`src/rtl/mac_pkg.sv`:
```
// Shared types and constants for the mac_more issuing sequencer.
package mac_pkg;

   localparam int DATA_W = 16;
   localparam int ACC_W  = 32;

   typedef enum logic [0:0] {
      IDLE,
      RUN
   } mac_seq_state_t;

   // Bits needed to hold the values 0..max_val, never less than one.
   function automatic int cnt_w(input int max_val);
      return (max_val < 2) ? 1 : $clog2(max_val + 1);
   endfunction

endpackage

```
`src/rtl/mac_seq_dly.sv`:
```
// N-stage single-bit delay line, cleared by reset. Produces the fifo enqueue
// and buffer write strobes from the read windows.
module mac_seq_dly #(
   parameter int N = 1
) (
   input  logic clk,
   input  logic rst,
   input  logic din,
   output logic dout
);

   logic [N-1:0] sr_q;
   logic [N-1:0] sr_d;

   // Shift one stage per cycle, new sample enters at bit 0.
   always_comb begin
      sr_d    = sr_q;
      sr_d[0] = din;
      for (int i = 1; i < N; i++) begin
         sr_d[i] = sr_q[i-1];
      end
   end

   // Stage registers.
   always_ff @(posedge clk) begin
      if (rst) begin
         sr_q <= '0;
      end else begin
         sr_q <= sr_d;
      end
   end

   assign dout = sr_q[N-1];

endmodule

```
`src/rtl/mac_seq.sv`:
```
// Issuing side of the mac_more array: runs one tile from start to done.
// Reads weight / ifmap / accum_in rows from single-cycle-latency buffers,
// drives the skewed enqueue strobes and writes accum_out rows back.
// Optional build macro: MAC_SEQ_ZERO_ACCUM_EN adds the zero_accum input, which
// replaces the accum_in rows with zero for the whole tile.
//
//   state | meaning
//   IDLE  | waiting for start; config registers hold the previous tile
//   RUN   | tile in flight; tmr counts down to the cycle of the last write
//
// Cycle c = 0 is the first RUN cycle. Weight reads occupy c = 0..IC0-1, pixel
// reads c = 1..N, and the last write lands at c = 2+PIPE_LAT+N when tmr hits 0.
module mac_seq
   import mac_pkg::*;
#(
   parameter int IC0      = 2,
   parameter int OC0      = 2,
   parameter int PIPE_LAT = 2,
   parameter int MAX_PIX  = 64,
   parameter int AW       = 8
) (
   input  logic                          clk,
   input  logic                          rst,
   input  logic                          start,
   input  logic [$clog2(MAX_PIX+1)-1:0]  npix,
   input  logic [AW-1:0]                 w_base,
   input  logic [AW-1:0]                 if_base,
   input  logic [AW-1:0]                 ai_base,
   input  logic [AW-1:0]                 ao_base,
`ifdef MAC_SEQ_ZERO_ACCUM_EN
   input  logic                          zero_accum,
`endif
   output logic                          busy,
   output logic                          done,
   output logic                          weight_rd_en,
   output logic [AW-1:0]                 weight_rd_addr,
   input  logic [DATA_W*OC0-1:0]         weight_rd_data,
   output logic                          ifmap_rd_en,
   output logic [AW-1:0]                 ifmap_rd_addr,
   input  logic [DATA_W*IC0-1:0]         ifmap_rd_data,
   output logic                          accum_rd_en,
   output logic [AW-1:0]                 accum_rd_addr,
   input  logic [ACC_W*OC0-1:0]          accum_rd_data,
   output logic                          en,
   output logic                          en_weight00,
   output logic                          weight_fifo_enq,
   output logic                          ifmap_fifo_enq,
   output logic                          accum_in_fifo_enq,
   output logic                          accum_out_fifo_enq,
   output logic [DATA_W*OC0-1:0]         weight_dat_chained_fifo_in,
   output logic [DATA_W*IC0-1:0]         ifmap_dat_chained_fifo_in,
   output logic [ACC_W*OC0-1:0]          accum_in_chained_fifo_in,
   input  logic [ACC_W*OC0-1:0]          accum_out_chained_fifo_out,
   output logic                          accum_wr_en,
   output logic [AW-1:0]                 accum_wr_addr,
   output logic [ACC_W*OC0-1:0]          accum_wr_data
);

   localparam int PIX_W = $clog2(MAX_PIX + 1);
   localparam int WC_W  = cnt_w(IC0);
   localparam int TMR_W = cnt_w(2 + PIPE_LAT + MAX_PIX);

   mac_seq_state_t       state_q, state_d;
   logic [PIX_W-1:0]     npix_q, npix_d;
   logic [AW-1:0]        w_base_q, w_base_d;
   logic [AW-1:0]        if_base_q, if_base_d;
   logic [AW-1:0]        ai_base_q, ai_base_d;
   logic [AW-1:0]        ao_base_q, ao_base_d;
   logic                 first_q, first_d;
   logic [WC_W-1:0]      w_cnt_q, w_cnt_d;
   logic [PIX_W-1:0]     px_cnt_q, px_cnt_d;
   logic [AW-1:0]        wr_cnt_q, wr_cnt_d;
   logic [TMR_W-1:0]     tmr_q, tmr_d;
   logic                 done_q, done_d;
   logic [ACC_W*OC0-1:0] wr_data_q, wr_data_d;
   logic                 zero_q, zero_d;
   logic                 zero_in;

   logic run;
   logic pix_rd;
   logic w_first_rd;
   logic pix_enq;

`ifdef MAC_SEQ_ZERO_ACCUM_EN
   assign zero_in = zero_accum;
`else
   assign zero_in = 1'b0;
`endif

   assign run        = (state_q == RUN);
   assign pix_rd     = run && !first_q && (px_cnt_q < npix_q);
   assign w_first_rd = weight_rd_en && (w_cnt_q == '0);

   assign busy           = run;
   assign done           = done_q;
   assign en             = run && !first_q;
   assign weight_rd_en   = run && (w_cnt_q < WC_W'(IC0));
   assign weight_rd_addr = w_base_q + AW'(w_cnt_q);
   assign ifmap_rd_en    = pix_rd;
   assign ifmap_rd_addr  = if_base_q + AW'(px_cnt_q);
   assign accum_rd_en    = pix_rd && !zero_q;
   assign accum_rd_addr  = ai_base_q + AW'(px_cnt_q);
   assign accum_wr_addr  = ao_base_q + wr_cnt_q;
   assign accum_wr_data  = wr_data_q;

   mac_seq_dly #(.N(1)) u_w_enq (
      .clk (clk), .rst (rst), .din (weight_rd_en), .dout (weight_fifo_enq)
   );

   mac_seq_dly #(.N(1)) u_w00 (
      .clk (clk), .rst (rst), .din (w_first_rd), .dout (en_weight00)
   );

   // ifmap and accum_in share one window; the accum enqueue keeps its timing
   // even when the accum read itself is suppressed.
   mac_seq_dly #(.N(1)) u_px_enq (
      .clk (clk), .rst (rst), .din (pix_rd), .dout (pix_enq)
   );

   mac_seq_dly #(.N(1 + PIPE_LAT)) u_ao_enq (
      .clk (clk), .rst (rst), .din (pix_rd), .dout (accum_out_fifo_enq)
   );

   mac_seq_dly #(.N(1)) u_wr (
      .clk (clk), .rst (rst), .din (accum_out_fifo_enq), .dout (accum_wr_en)
   );

   assign ifmap_fifo_enq    = pix_enq;
   assign accum_in_fifo_enq = pix_enq;

   // Read data flows straight through to the array, gated to zero between strobes.
   assign weight_dat_chained_fifo_in = weight_fifo_enq ? weight_rd_data : '0;
   assign ifmap_dat_chained_fifo_in  = ifmap_fifo_enq ? ifmap_rd_data : '0;
   assign accum_in_chained_fifo_in   = (accum_in_fifo_enq && !zero_q) ? accum_rd_data : '0;

   // Next-state, config capture and per-phase counters.
   always_comb begin
      state_d   = state_q;
      npix_d    = npix_q;
      w_base_d  = w_base_q;
      if_base_d = if_base_q;
      ai_base_d = ai_base_q;
      ao_base_d = ao_base_q;
      zero_d    = zero_q;
      first_d   = first_q;
      w_cnt_d   = w_cnt_q;
      px_cnt_d  = px_cnt_q;
      wr_cnt_d  = wr_cnt_q;
      tmr_d     = tmr_q;
      done_d    = 1'b0;
      unique case (state_q)
         IDLE: begin
            if (start) begin
               if (npix == '0) begin
                  done_d = 1'b1;
               end else begin
                  state_d   = RUN;
                  npix_d    = npix;
                  w_base_d  = w_base;
                  if_base_d = if_base;
                  ai_base_d = ai_base;
                  ao_base_d = ao_base;
                  zero_d    = zero_in;
                  first_d   = 1'b1;
                  w_cnt_d   = '0;
                  px_cnt_d  = '0;
                  wr_cnt_d  = '0;
                  tmr_d     = TMR_W'(2 + PIPE_LAT) + TMR_W'(npix);
               end
            end
         end
         RUN: begin
            first_d = 1'b0;
            if (weight_rd_en) begin
               w_cnt_d = w_cnt_q + 1'b1;
            end
            if (pix_rd) begin
               px_cnt_d = px_cnt_q + 1'b1;
            end
            if (accum_wr_en) begin
               wr_cnt_d = wr_cnt_q + 1'b1;
            end
            if (tmr_q == '0) begin
               state_d = IDLE;
               done_d  = 1'b1;
            end else begin
               tmr_d = tmr_q - 1'b1;
            end
         end
         default: begin
            state_d = IDLE;
         end
      endcase
   end

   // Capture the array output on its enqueue; it is written one cycle later.
   always_comb begin
      wr_data_d = wr_data_q;
      if (accum_out_fifo_enq) begin
         wr_data_d = accum_out_chained_fifo_out;
      end
   end

   // State, config and counter registers.
   always_ff @(posedge clk) begin
      if (rst) begin
         state_q   <= IDLE;
         npix_q    <= '0;
         w_base_q  <= '0;
         if_base_q <= '0;
         ai_base_q <= '0;
         ao_base_q <= '0;
         zero_q    <= 1'b0;
         first_q   <= 1'b0;
         w_cnt_q   <= '0;
         px_cnt_q  <= '0;
         wr_cnt_q  <= '0;
         tmr_q     <= '0;
         done_q    <= 1'b0;
         wr_data_q <= '0;
      end else begin
         state_q   <= state_d;
         npix_q    <= npix_d;
         w_base_q  <= w_base_d;
         if_base_q <= if_base_d;
         ai_base_q <= ai_base_d;
         ao_base_q <= ao_base_d;
         zero_q    <= zero_d;
         first_q   <= first_d;
         w_cnt_q   <= w_cnt_d;
         px_cnt_q  <= px_cnt_d;
         wr_cnt_q  <= wr_cnt_d;
         tmr_q     <= tmr_d;
         done_q    <= done_d;
         wr_data_q <= wr_data_d;
      end
   end

endmodule

```
`config.mk`:
```
export PLATFORM = sky130hd
export DESIGN_NAME = mac_seq
export DESIGN_NICKNAME = d
export VERILOG_FILES = /design/src/rtl/mac_pkg.sv /design/src/rtl/mac_seq_dly.sv /design/src/rtl/mac_seq.sv
export SDC_FILE = /design/constraint.sdc
export NUM_CORES = 1
export LEC_CHECK = 0
export CAP_MARGIN = 20
export CORE_AREA = 2 2 181 183
export DETAILED_ROUTE_END_ITERATION = 7
export DIE_AREA = 0 0 183 185
export GPL_ROUTABILITY_DRIVEN = 0
export HOLD_SLACK_MARGIN = 0.06
export PLACE_DENSITY_LB_ADDON = 0.3
export SLEW_MARGIN = 20
export SYNTH_ARGS = -nofsm -noshare
export SYNTH_HDL_FRONTEND = slang
export SYNTH_SLANG_ARGS = --single-unit
```
`constraint.sdc`:
```
create_clock -name clk -period 2.3 [get_ports clk]
set_input_delay 0.23 -clock clk [delete_from_list [all_inputs] [get_ports clk]]
set_output_delay 0.23 -clock clk [all_outputs]
set_load 0.01 [all_outputs]
```
==> run summary, run 1 <==
DR DRC count -> 0
Number of global-route vias before repair -> 7119
Yosys top cell by area -> dfxtp_1
# IOs -> 470
Drt total wl -> 26860 µm
First-pass GRT wire length -> 39690 µm
Top cells by area, synth -> dfxtp_1, and2_1, mux2i_1, ha_1, nand2_1
Critical Path Sink Type -> primary output
Die width -> 183 µm
Slew Limit Fails -> 0
Final Non-Filler Cells -> 1742
Vias -> 7302
Area Growth Syn to Fin -> 87.33%
Total die area -> 33860 µm²
Rows -> 66
Worst EP required -> 2.07 ns
Final WS setup -> -0.07181 ns
Clock insertion delay at the later pin of the skew report -> 0.42 ns
Largest net degree at the start of global routing -> 66
Filler cell count in the final layout -> 3185
Post-layout util -> 41.18%
GRT met3 Usage -> 4.286%
Post-synth EDFFs -> 0
Cts bufs inserted -> 17
CTS sink count -> 136
Run status -> finished with violations
Worst Clk Skew -> 0.01662 ns
Setup TNS -> -0.1292 ns
Sequential area share after synthesis -> 38.66%
Final net count -> 1595
Post-route cell area -> 13190 µm²
Met2 usage -> 26.11%
Delay of the slowest critical-path stage -> 0.37 ns
Leak -> 5.137 nW
Layer with the highest usage -> met2
Initial DRC Count -> 254
Clock-pin slew on the worst setup and hold paths -> 0.07 ns
Startpoint types -> register
Power per cell area -> 496.6 nW/µm²
Grt met1 use -> 18.14%
Slowest-stage cell, CP -> dfxtp_4
Antenna Nets Post-Route -> 0
Endpoints failing setup -> 2
Clock Tree Root -> clkbuf_16
Critical Path, Cell by Cell -> ha_4 > fa_2 > a21o_1 > a21oi_2 > o21ai_1 > a21oi_1 > xnor2_1 > buf_2
Relative slew slack -> 67.27%
Drt wl/cell -> 15.42 µm
Hold_buf cts -> 0
Area of the core -> 32040 µm²
Fraction of layout cells with a size suffix above 1 -> 10.64%
Port Buffer Count -> 469
Max Cap Viol -> 0
Maximum fanout along the worst path -> 3
Via density -> 4.192
Antenna violations before repair -> 1
Post-Syn Area -> 7043 µm²
Post-DP Area -> 12390 µm²
Syn avg cell area -> 8.395 µm²
Die Ht -> 185 µm
DP HPWL -> 20630 µm
Synth Flop Type -> dfxtp_1
Peak Freq -> 421.6 MHz
Placed instance count -> 1705
Slew @ Worst Pin -> 0.4865 ns
Gr usage total -> 14.95%
H-tree depth -> 4
Clk buf depth -> 2
Gr ovfl total -> 0
Post-synth top area share -> 38.66%
Netlist cell types -> 46
Hold Fails Final Rpt -> 0
Worst hold path class -> input port to register
Antenna cell count -> 0
Starting density of the core -> 21.98%
Critical Path AT -> 2.14 ns
Synthesis Warnings -> 0
Asr flop ratio synth -> 0%
VDD IR max -> 0.0003586 V
Failing checks -> negative setup slack
CTS tree -> yes
Hold slack final -> 0.1921 ns
First-pass DRT Iterations -> 4
Post-synth net total -> 1113
Cell count after synthesis -> 839
Yosys reg bits -> 136
RSZ-0062 raised after global routing -> yes
Period utilisation layout -> 103.1%
Tmin final -> 2.372 ns
WS Path Type -> register to primary output
## worst max-delay path: cells and delay by family, from the launching register on
kind	cells	cell delay (ns)
flops	1	0.37
fa+ha+maj	2	0.50
xor+xnor	1	0.14
buf+inv	1	0.15
compound gates	4	0.56
## metal layers
metal,up-vias,wire length [µm]
li1,3729,-
met1,3297,11360
met2,259,13380
met3,15,1865
met4,2,249
met5,-,9
## logic make-up after synthesis
logic type                 synth area share [%]
and+or+nand+nor                           26.15
DFF                                       38.66
AOI/OAI and AO/OA                         9.504
buffers and inverters                     4.672
muxes                                     9.256
adders and majority gates                 7.532
xor gates and xnor gates                  4.228
## per-stage QoR
stage | power [mW] | setup WS, ns
4_1_cts | 6.654 | -0.1326
6_report | 6.552 | -0.07181
3_5_place_dp | 3.970 | -0.2225
2_1_floorplan | 3.109 | 0.3320
3_3_place_gp | 3.962 | -0.2075
5_1_grt | 6.890 | -0.2236
## repair_timing
item | in CTS | in global routing
setup endpoints to repair | 28 | 17
setup buffers | 3 | 1
resized for setup | 88 | 32
pin swaps | 11 | 13
gates cloned | 1 | 0
## cell usage after synthesis, types with 7 or more instances
master      n
mux2i_1    64
nor3_1      7
a21oi_1    71
xnor2_1    15
dfxtp_1   136
xor2_1     19
ha_1       36
nand3_1    22
nor2b_1     9
inv_1      25
nand2_1    99
and2_1    130
a21o_1      8
clkbuf_1   31
nor2_1     87
o21ai_0    13
buf_2      11
## flip-flops by register name, summed over array words and instances (netlist names)
name           flops
ao_base_q          8
u_ao_enq.sr_q      3
w_cnt_q            2
u_wr.dout          1
ai_base_q          8
accum_wr_data     64
npix_q             7
first_q            1
px_cnt_q           7
tmr_q              7
u_w00.dout         1
u_w_enq.dout       1
if_base_q          8
busy               1
w_base_q           8
done               1
wr_cnt_q           8
## path summary, 6_finish.rpt
| kind | from | slack [ns] | end | cells past startpoint |
|---|---|---|---|---|
| worst max-delay path | px_cnt_q[0] | -0.07 | ifmap_rd_addr[6] | 8 |
| worst min-delay path | rst | 0.19 | u_ao_enq.sr_q[0] | 2 |
| worst max register to register | px_cnt_q[4] | 0.13 | px_cnt_q[6] | 8 |
| worst min register to register | u_ao_enq.sr_q[1] | 0.43 | u_ao_enq.sr_q[2] | 1 |
## final cells by class
cell class	instances	area, µm²	share of cell area [%]
sequential	136	2754	20.87
tap	408	510.5	3.869
inverter	25	93.84	0.7112
clock buffer	18	429.2	3.253
clock inverter	14	131.4	0.9957
multi-input combinational	627	4217	31.96
timing repair buffer	514	5059	38.34
## report_power, final
part / switching [mW] / internal, mW / leakage, nW / total, mW
sequential: 0.0780 / 2.44 / 1.11 / 2.52
clock: 1.20 / 1.43 / 0.271 / 2.63
combinational: 0.572 / 0.834 / 3.75 / 1.41
total: 1.85 / 4.71 / 5.14 / 6.55
## layout by cell type (no fill, tap or decap), types with 5 or more instances in the layout
master,count
inv_6,5
a31oi_1,6
clkdlybuf4s50_1,442
a21oi_2,10
a21oi_1,61
buf_4,38
buf_2,10
ha_4,11
nor2b_1,9
nand3_1,20
nand2_1,99
mux2i_1,64
dfxtp_1,121
dlygate4sd2_1,10
nor2_1,86
dfxtp_4,5
and2_1,130
a21o_1,8
clkbuf_16,17
xor2_1,19
ha_1,24
nor3_1,7
inv_1,24
o21ai_0,10
dfxtp_2,10
xnor2_1,14
buf_12,5
Note: power is estimated with default switching activity, not from simulation.
==> run 2, diff against run 1 <==
--- a/config.mk
+++ b/config.mk
@@ -6,9 +6,10 @@
 export NUM_CORES = 1
 export LEC_CHECK = 0
 export CAP_MARGIN = 20
-export CORE_AREA = 2 2 181 183
+export CORE_AREA = 2 2 184 186
+export CTS_BUF_LIST = sky130_fd_sc_hd__clkbuf_4
 export DETAILED_ROUTE_END_ITERATION = 7
-export DIE_AREA = 0 0 183 185
+export DIE_AREA = 0 0 186 188
 export GPL_ROUTABILITY_DRIVEN = 0
 export HOLD_SLACK_MARGIN = 0.06
 export PLACE_DENSITY_LB_ADDON = 0.3
==> run 2 against run 1 <==
Against the previous run:
- the flow still finishes with violations (negative setup slack)
- first-iteration DRC count grew 2.4%
- sequential power hardly changed
- sequential cell count unchanged
- sequential share of layout area about the same
- register-to-register slack lost 0.02 ns
- global-route usage about the same
- critical path type unchanged
- critical endpoint unchanged
- largest cell class unchanged
==> run summary, run 2 (synthesized netlist as in run 1, its figures left out) <==
Clock Power Share -> 30.0% (-10 points)
Worst r2r src -> px_cnt_q[2]
Slew Limit Fails -> 0 (unchanged)
Startpoint types -> register
VDD IR max -> 0.0002594 V (-28%)
Final net count -> 1615 (+1.3%)
Drt wl/cell -> 15.43 µm (about the same)
Hold_sp -> if_base[6]
Power per cell area -> 426.9 nW/µm² (-14%)
Total die area -> 34970 µm² (+3.3%)
CTS tree -> yes
Combinational fraction of design power -> 25.6% (+4.2 points)
# IOs -> 470 (unchanged)
DP HPWL -> 20960 µm (+1.6%)
First-pass GRT wire length -> 40590 µm (+2.3%)
Worst EP required -> 2.07 ns (about the same)
Endpoints failing setup -> 11 (+9)
Die width -> 186 µm (+1.6%)
Hold Path End -> if_base_q[6]
H-tree depth -> 4 (unchanged)
Tmin final -> 2.519 ns (+0.1476 ns)
Worst R2R End -> px_cnt_q[6]
Area of the core -> 33110 µm² (+3.3%)
Critical Path AT -> 2.29 ns (+0.15 ns)
Clock insertion delay at the later pin of the skew report -> 0.55 ns (+0.13 ns)
Slew @ Worst Pin -> 0.5726 ns (+0.08610 ns)
Initial DRC Count -> 260 (+2.4%)
Port Buffer Count -> 469 (unchanged)
Clock-pin slew on the worst setup and hold paths -> 0.16 ns (+0.09 ns)
Relative slew slack -> 61.48% (-5.8 points)
Starting density of the core -> 21.27% (-0.71 points)
R2r setup slk -> 0.11 ns (-0.02 ns)
Rows -> 67 (+1.5%)
Sw Share -> 30.19% (+2.0 points)
Worst hold path depth -> 3 (+1)
Final WS setup -> -0.2194 ns (-0.1476 ns)
Area Growth Syn to Fin -> 88.99%
Number of global-route vias before repair -> 7322 (+2.9%)
Max reg flops -> 64 (unchanged)
Largest net degree at the start of global routing -> 56 (-15%)
Via density -> 4.176 (-0.37%)
DR DRC count -> 0 (unchanged)
Switch Pwr -> 1.715 mW (-7.1%)
Post-route cell area -> 13310 µm² (+0.88%)
Met1 Routed Length -> 11660 µm (+2.7%)
WS Path Type -> register to primary output
Peak Freq -> 396.9 MHz (-5.9%)
Critical Path, Cell by Cell -> ha_4 > fa_2 > a21o_1 > a21oi_2 > o21ai_1 > a21oi_1 > xnor2_1 > buf_2
Worst hold path class -> input port to register
Cts bufs inserted -> 17 (unchanged)
R2R cell count -> 9 (+1)
Maximum fanout along the worst path -> 3 (unchanged)
Commonest non-fill, non-tap cells in the layout -> clkdlybuf4s50_1, and2_1, dfxtp_1, nand2_1, nor2_1
Failing checks -> negative setup slack
Run status -> finished with violations
Commonest non-fill, non-tap cell in the layout -> clkdlybuf4s50_1
Gr usage total -> 14.95% (about the same)
Delay of the slowest critical-path stage -> 0.40 ns (+0.03 ns)
CTS sink count -> 136 (unchanged)
Clk buf depth -> 2 (unchanged)
Vias -> 7530 (+3.1%)
Sequential share of power -> 44.4% (+5.9 points)
Leak -> 5.376 nW (+4.7%)
WL met3 -> 2001 µm (+7.3%)
Clock Tree Root -> clkbuf_4
Critical Path Sink Type -> primary output
Hold Fails Final Rpt -> 0 (unchanged)
Antenna Nets Post-Route -> 0 (unchanged)
Slowest-stage cell, CP -> dfxtp_4
First-pass DRT Iterations -> 4 (unchanged)
Drt total wl -> 27820 µm (+3.5%)
Worst Clk Skew -> 0.02860 ns (+0.01198 ns)
Fraction of layout cells with a size suffix above 1 -> 14.56% (+3.9 points)
Post-DP Area -> 12480 µm² (+0.71%)
Total power -> 5.683 mW (-13%)
DR WL met2 -> 13920 µm (+4.0%)
Max Cap Viol -> 0 (unchanged)
Die Ht -> 188 µm (+1.6%)
Max layer used -> met4
Antenna violations before repair -> 3 (+2)
Gr ovfl total -> 0 (unchanged)
RSZ-0062 raised after global routing -> yes
Period utilisation layout -> 109.5% (+6.4 points)
Internal -> 3.967 mW (-16%)
## run 2: cell count changes in the layout (fill, tap and decap cells not counted), moves of 4 or more
cell	change
dfxtp_1	-10
buf_4	+11
buf_6	+8
buf_2	+8
dfxtp_2	+6
ha_4	+4
clkbuf_16	-16
dlymetal6s2s_1	+12
clkbuf_4	+17
dlygate4sd2_1	-4
dfxtp_4	+4
clkdlybuf4s50_1	-19
## run 2: final cells by class
class	instances	area [µm²]
fillers	3313	19800
repair buffers	534	5251
inverters	25	93.84
multi-input cells	627	4335
well taps	448	560.5
flip-flops and latches	136	2776
diodes	2	5.005
clock inverters	14	160.2
clock buffers	17	127.6
## run 2: what timing repair did
| item | 4_1_cts | 5_1_grt |
|---|---|---|
| pin swaps | 28 | 13 |
| buffers inserted | 13 | 9 |
| endpoints found under the hold margin | 11 | 0 |
| resized for setup | 159 | 52 |
| gates cloned | 1 | 1 |
| hold buffers | 1 | 0 |
| setup endpoints to repair | 62 | 40 |
## run 2: worst max path at each step
stage,to,cells after the start,start
after floorplan,ifmap_rd_addr[6],7,px_cnt_q[0]
after global placement,ifmap_rd_addr[6],8,px_cnt_q[0]
after detailed placement,ifmap_rd_addr[7],7,px_cnt_q[1]
after CTS,ifmap_rd_addr[6],8,px_cnt_q[0]
after global routing,ifmap_rd_addr[6],8,px_cnt_q[0]
final,ifmap_rd_addr[6],8,px_cnt_q[0]
## run 2: power by group through the flow
stage          clock network, mW  registers, mW  logic [mW]
4_1_cts                     1.80           2.53        1.44
3_5_place_dp                   0           2.57        1.42
2_1_floorplan                  0           2.56       0.548
5_1_grt                     1.89           2.54        1.58
3_3_place_gp                   0           2.56        1.42
6_report                    1.70           2.52        1.46
## run 2: through the flow
stage	cells	hold slack, ns	TNS, ns	util [%]	setup WS, ns
finish	1803	0.2012	-0.9944	40.20	-0.2194
detailed placement	1750	0.4249	-0.5803	37.68	-0.1611
floorplan	839	0.3660	0	-	0.3320
global route	1802	0.1500	-2.754	40.19	-0.3569
global placement	1750	0.4144	-0.5767	37.68	-0.1656
CTS	1793	0.1386	-1.530	39.56	-0.2531
## run 2: critical path, delay by kind of cell (launching register included)
family	cells	cell delay (ns)
AO/OA/AOI/OAI	4	0.57
XOR/XNOR	1	0.13
adder cells (fa/ha/maj)	2	0.50
buffers and inverters	1	0.15
flip-flops	1	0.40
## run 2: routing by layer
metal / global-route usage, % / vias up
li1: - / 3779
met1: 17.85 / 3450
met2: 26.65 / 288
met3: 3.826 / 13
met4: 3.362 / 0
met5: 0 / -
==> run 3, diff against run 2 <==
--- a/config.mk
+++ b/config.mk
@@ -5,12 +5,13 @@
 export SDC_FILE = /design/constraint.sdc
 export NUM_CORES = 1
 export LEC_CHECK = 0
+export ABC_AREA = 0
 export CAP_MARGIN = 20
-export CORE_AREA = 2 2 184 186
+export CELL_PAD_IN_SITES_DETAIL_PLACEMENT = 1
+export CELL_PAD_IN_SITES_GLOBAL_PLACEMENT = 2
+export CORE_UTILIZATION = 19
 export CTS_BUF_LIST = sky130_fd_sc_hd__clkbuf_4
 export DETAILED_ROUTE_END_ITERATION = 7
-export DIE_AREA = 0 0 186 188
-export GPL_ROUTABILITY_DRIVEN = 0
 export HOLD_SLACK_MARGIN = 0.06
 export PLACE_DENSITY_LB_ADDON = 0.3
 export SLEW_MARGIN = 20
==> run 3 against run 2 <==
Against the previous run:
- the run still ends with negative setup slack left
- core utilization decreased by 3.6 points
- sequential power is essentially flat
- critical path depth is the same
- non-clock buffer count increased by 7
==> run summary, run 3 (synthesized netlist as in run 1, its figures left out) <==
CP delay by family, top -> compound AO/OA/AOI/OAI gates
Cts bufs inserted -> 17 (unchanged)
Largest net degree at the start of global routing -> 55 (-1.8%)
Clock Power Share -> 28.4% (-1.6 points)
Clock insertion delay at the later pin of the skew report -> 0.55 ns (about the same)
Drt wl/cell -> 17.46 µm (+13%)
Peak Freq -> 391.0 MHz (-1.5%)
Vias -> 7678 (+2.0%)
Fraction of layout cells with a size suffix above 1 -> 14.86% (+0.30 points)
Switch Pwr -> 1.655 mW (-3.5%)
RSZ-0062 raised after global routing -> yes
Max Cap Viol -> 0 (unchanged)
H-tree depth -> 4 (unchanged)
Die width -> 194.5 µm (+4.6%)
Final Non-Filler Cells -> 1829 (+1.4%)
Clock-pin slew on the worst setup and hold paths -> 0.13 ns (-0.03 ns)
Number of global-route vias before repair -> 7893 (+7.8%)
Critical Path AT -> 2.33 ns (+0.04 ns)
Initial DRC Count -> 232 (-11%)
Total power -> 5.577 mW (-1.9%)
Maximum fanout along the worst path -> 4 (+1)
Critical Path, Cell by Cell -> ha_4 > fa_2 > a21o_1 > a21oi_2 > o21bai_1 > a21oi_1 > xnor2_1 > buf_2
Worst Clk Skew -> 0.01679 ns (-0.01181 ns)
R2R cell count -> 10 (+1)
Clock Tree Root -> clkbuf_4
Hold_buf cts -> 0 (-1)
Commonest non-fill, non-tap cell in the layout -> clkdlybuf4s50_1
Gr ovfl total -> 0 (unchanged)
Startpoint types -> register
Antenna violations before repair -> 4 (+1)
Combinational fraction of design power -> 26.2% (+0.6 points)
First-pass DRT Iterations -> 4 (unchanged)
Run status -> finished with violations
CTS sink count -> 136 (unchanged)
Via density -> 4.198 (+0.52%)
Failing checks -> negative setup slack
# IOs -> 470 (unchanged)
Max reg flops -> 64 (unchanged)
Area of the core -> 36520 µm² (+10%)
DR DRC count -> 0 (unchanged)
VDD IR max -> 0.0002769 V (+6.8%)
Gr usage total -> 16.54% (+1.6 points)
Filler cell count in the final layout -> 4250 (+28%)
Slew Limit Fails -> 0 (unchanged)
Area Growth Syn to Fin -> 89.86%
Rows -> 70 (+4.5%)
Clk buf depth -> 2 (unchanged)
First-pass GRT wire length -> 47920 µm (+18%)
Starting density of the core -> 19.28% (-2.0 points)
Setup TNS -> -1.415 ns (-0.4204 ns)
Final net count -> 1622 (+0.43%)
Worst path depth -> 8 (unchanged)
Final WS setup -> -0.2576 ns (-0.03825 ns)
Hold Fails Final Rpt -> 0 (unchanged)
Critical Path Sink Type -> primary output
Power per cell area -> 417.0 nW/µm² (-2.3%)
Endpoints failing setup -> 11 (unchanged)
Leak -> 5.149 nW (-4.2%)
Tmin final -> 2.558 ns (+0.03825 ns)
Placed instance count -> 1782 (+1.8%)
Antenna Nets Post-Route -> 0 (unchanged)
Die Ht -> 194.5 µm (+3.5%)
WS Path Type -> register to primary output
Sw Share -> 29.69% (-0.50 points)
GP Congestion -> 0.7728
Relative slew slack -> 66.11% (+4.6 points)
Drt total wl -> 31940 µm (+15%)
Delay of the slowest critical-path stage -> 0.40 ns (about the same)
Period utilisation layout -> 111.2% (+1.7 points)
Total die area -> 37840 µm² (+8.2%)
Post-layout util -> 36.61% (-3.6 points)
Buf/Inv on CP -> 1 (unchanged)
Slowest-stage cell, CP -> dfxtp_4
Worst EP required -> 2.07 ns (about the same)
CTS tree -> yes
DP HPWL -> 25060 µm (+20%)
Port Buffer Count -> 469 (unchanged)
Commonest non-fill, non-tap cells in the layout -> clkdlybuf4s50_1, and2_1, dfxtp_1, nand2_1, nor2_1
Internal -> 3.921 mW (-1.2%)
Worst hold path class -> input port to register
Worst hold path depth -> 2 (-1)
Slew @ Worst Pin -> 0.5083 ns (-0.06426 ns)
Sequential share of power -> 45.3% (+0.9 points)
==> run 3: cell count changes in the layout (fill, tap and decap cells not counted), moves of 3 or more <==
cell	previous run	this run
ha_4	15	18
dfxtp_2	16	9
buf_6	10	14
ha_1	21	18
dlygate4sd2_1	6	9
inv_6	7	0
dlymetal6s2s_1	14	0
dfxtp_1	111	117
buf_4	49	54
clkdlybuf4s50_1	423	436
==> run 3: final cells by class <==
cell class / instances / area, µm² / share of cell area, %
inverter: 25 / 93.84 / 0.7018
tap: 468 / 585.6 / 4.379
clock buffer: 17 / 127.6 / 0.9544
multi-input combinational: 627 / 4400 / 32.91
antenna: 2 / 5.005 / 0.03743
clock inverter: 13 / 133.9 / 1.001
timing repair buffer: 541 / 5254 / 39.29
sequential: 136 / 2771 / 20.73
==> run 3: final timing paths <==
path                     from  slack (ns)          endpoint
max               px_cnt_q[0]       -0.26  accum_rd_addr[6]
max reg2reg       px_cnt_q[1]        0.13       px_cnt_q[6]
min                       rst        0.13        w_cnt_q[0]
min reg2reg  u_ao_enq.sr_q[1]        0.45  u_ao_enq.sr_q[2]
==> run 3: worst register-to-register path, stage by stage (launching register included) <==
cell,delay [ns]
dfxtp_2,0.36
buf_6,0.13
buf_4,0.13
buf_6,0.12
ha_4,0.15
a21oi_2,0.15
o21ai_2,0.07
a21o_1,0.17
buf_4,0.18
or4_1,0.47
a31oi_1,0.18
==> run 3: power groups by stage <==
stage / Clock [mW] / Combinational, mW / Sequential (mW)
2_1_floorplan: 0 / 0.548 / 2.56
3_3_place_gp: 0 / 1.45 / 2.57
3_5_place_dp: 0 / 1.46 / 2.57
4_1_cts: 1.68 / 1.48 / 2.53
5_1_grt: 1.78 / 1.59 / 2.55
6_report: 1.59 / 1.46 / 2.53
==> run 3: timing repair <==
item,CTS,global route
setup buffers,14,5
gates cloned,1,0
pin swaps,28,12
endpoints found under the setup margin,65,67
resized for setup,183,23
==> run 3: metal layers <==
layer / part of all wire, % / up-vias / GRT usage [%]
met1: 41 / 3627 / 19.29
met2: 51 / 249 / 29.68
met5: 0.069 / - / 0
met4: 1.0 / 4 / 3.792
li1: - / 3779 / -
met3: 6.5 / 19 / 4.650
==> run 3: stage by stage <==
step	hold WS (ns)	cell area, µm²	worst slack (ns)
6_report	0.1343	13370	-0.2576
5_1_grt	0.08603	13370	-0.4084
4_1_cts	0.06131	13260	-0.3305
3_5_place_dp	0.4310	12590	-0.2962
3_3_place_gp	0.4194	12590	-0.2297
2_1_floorplan	0.3660	7043	0.3320
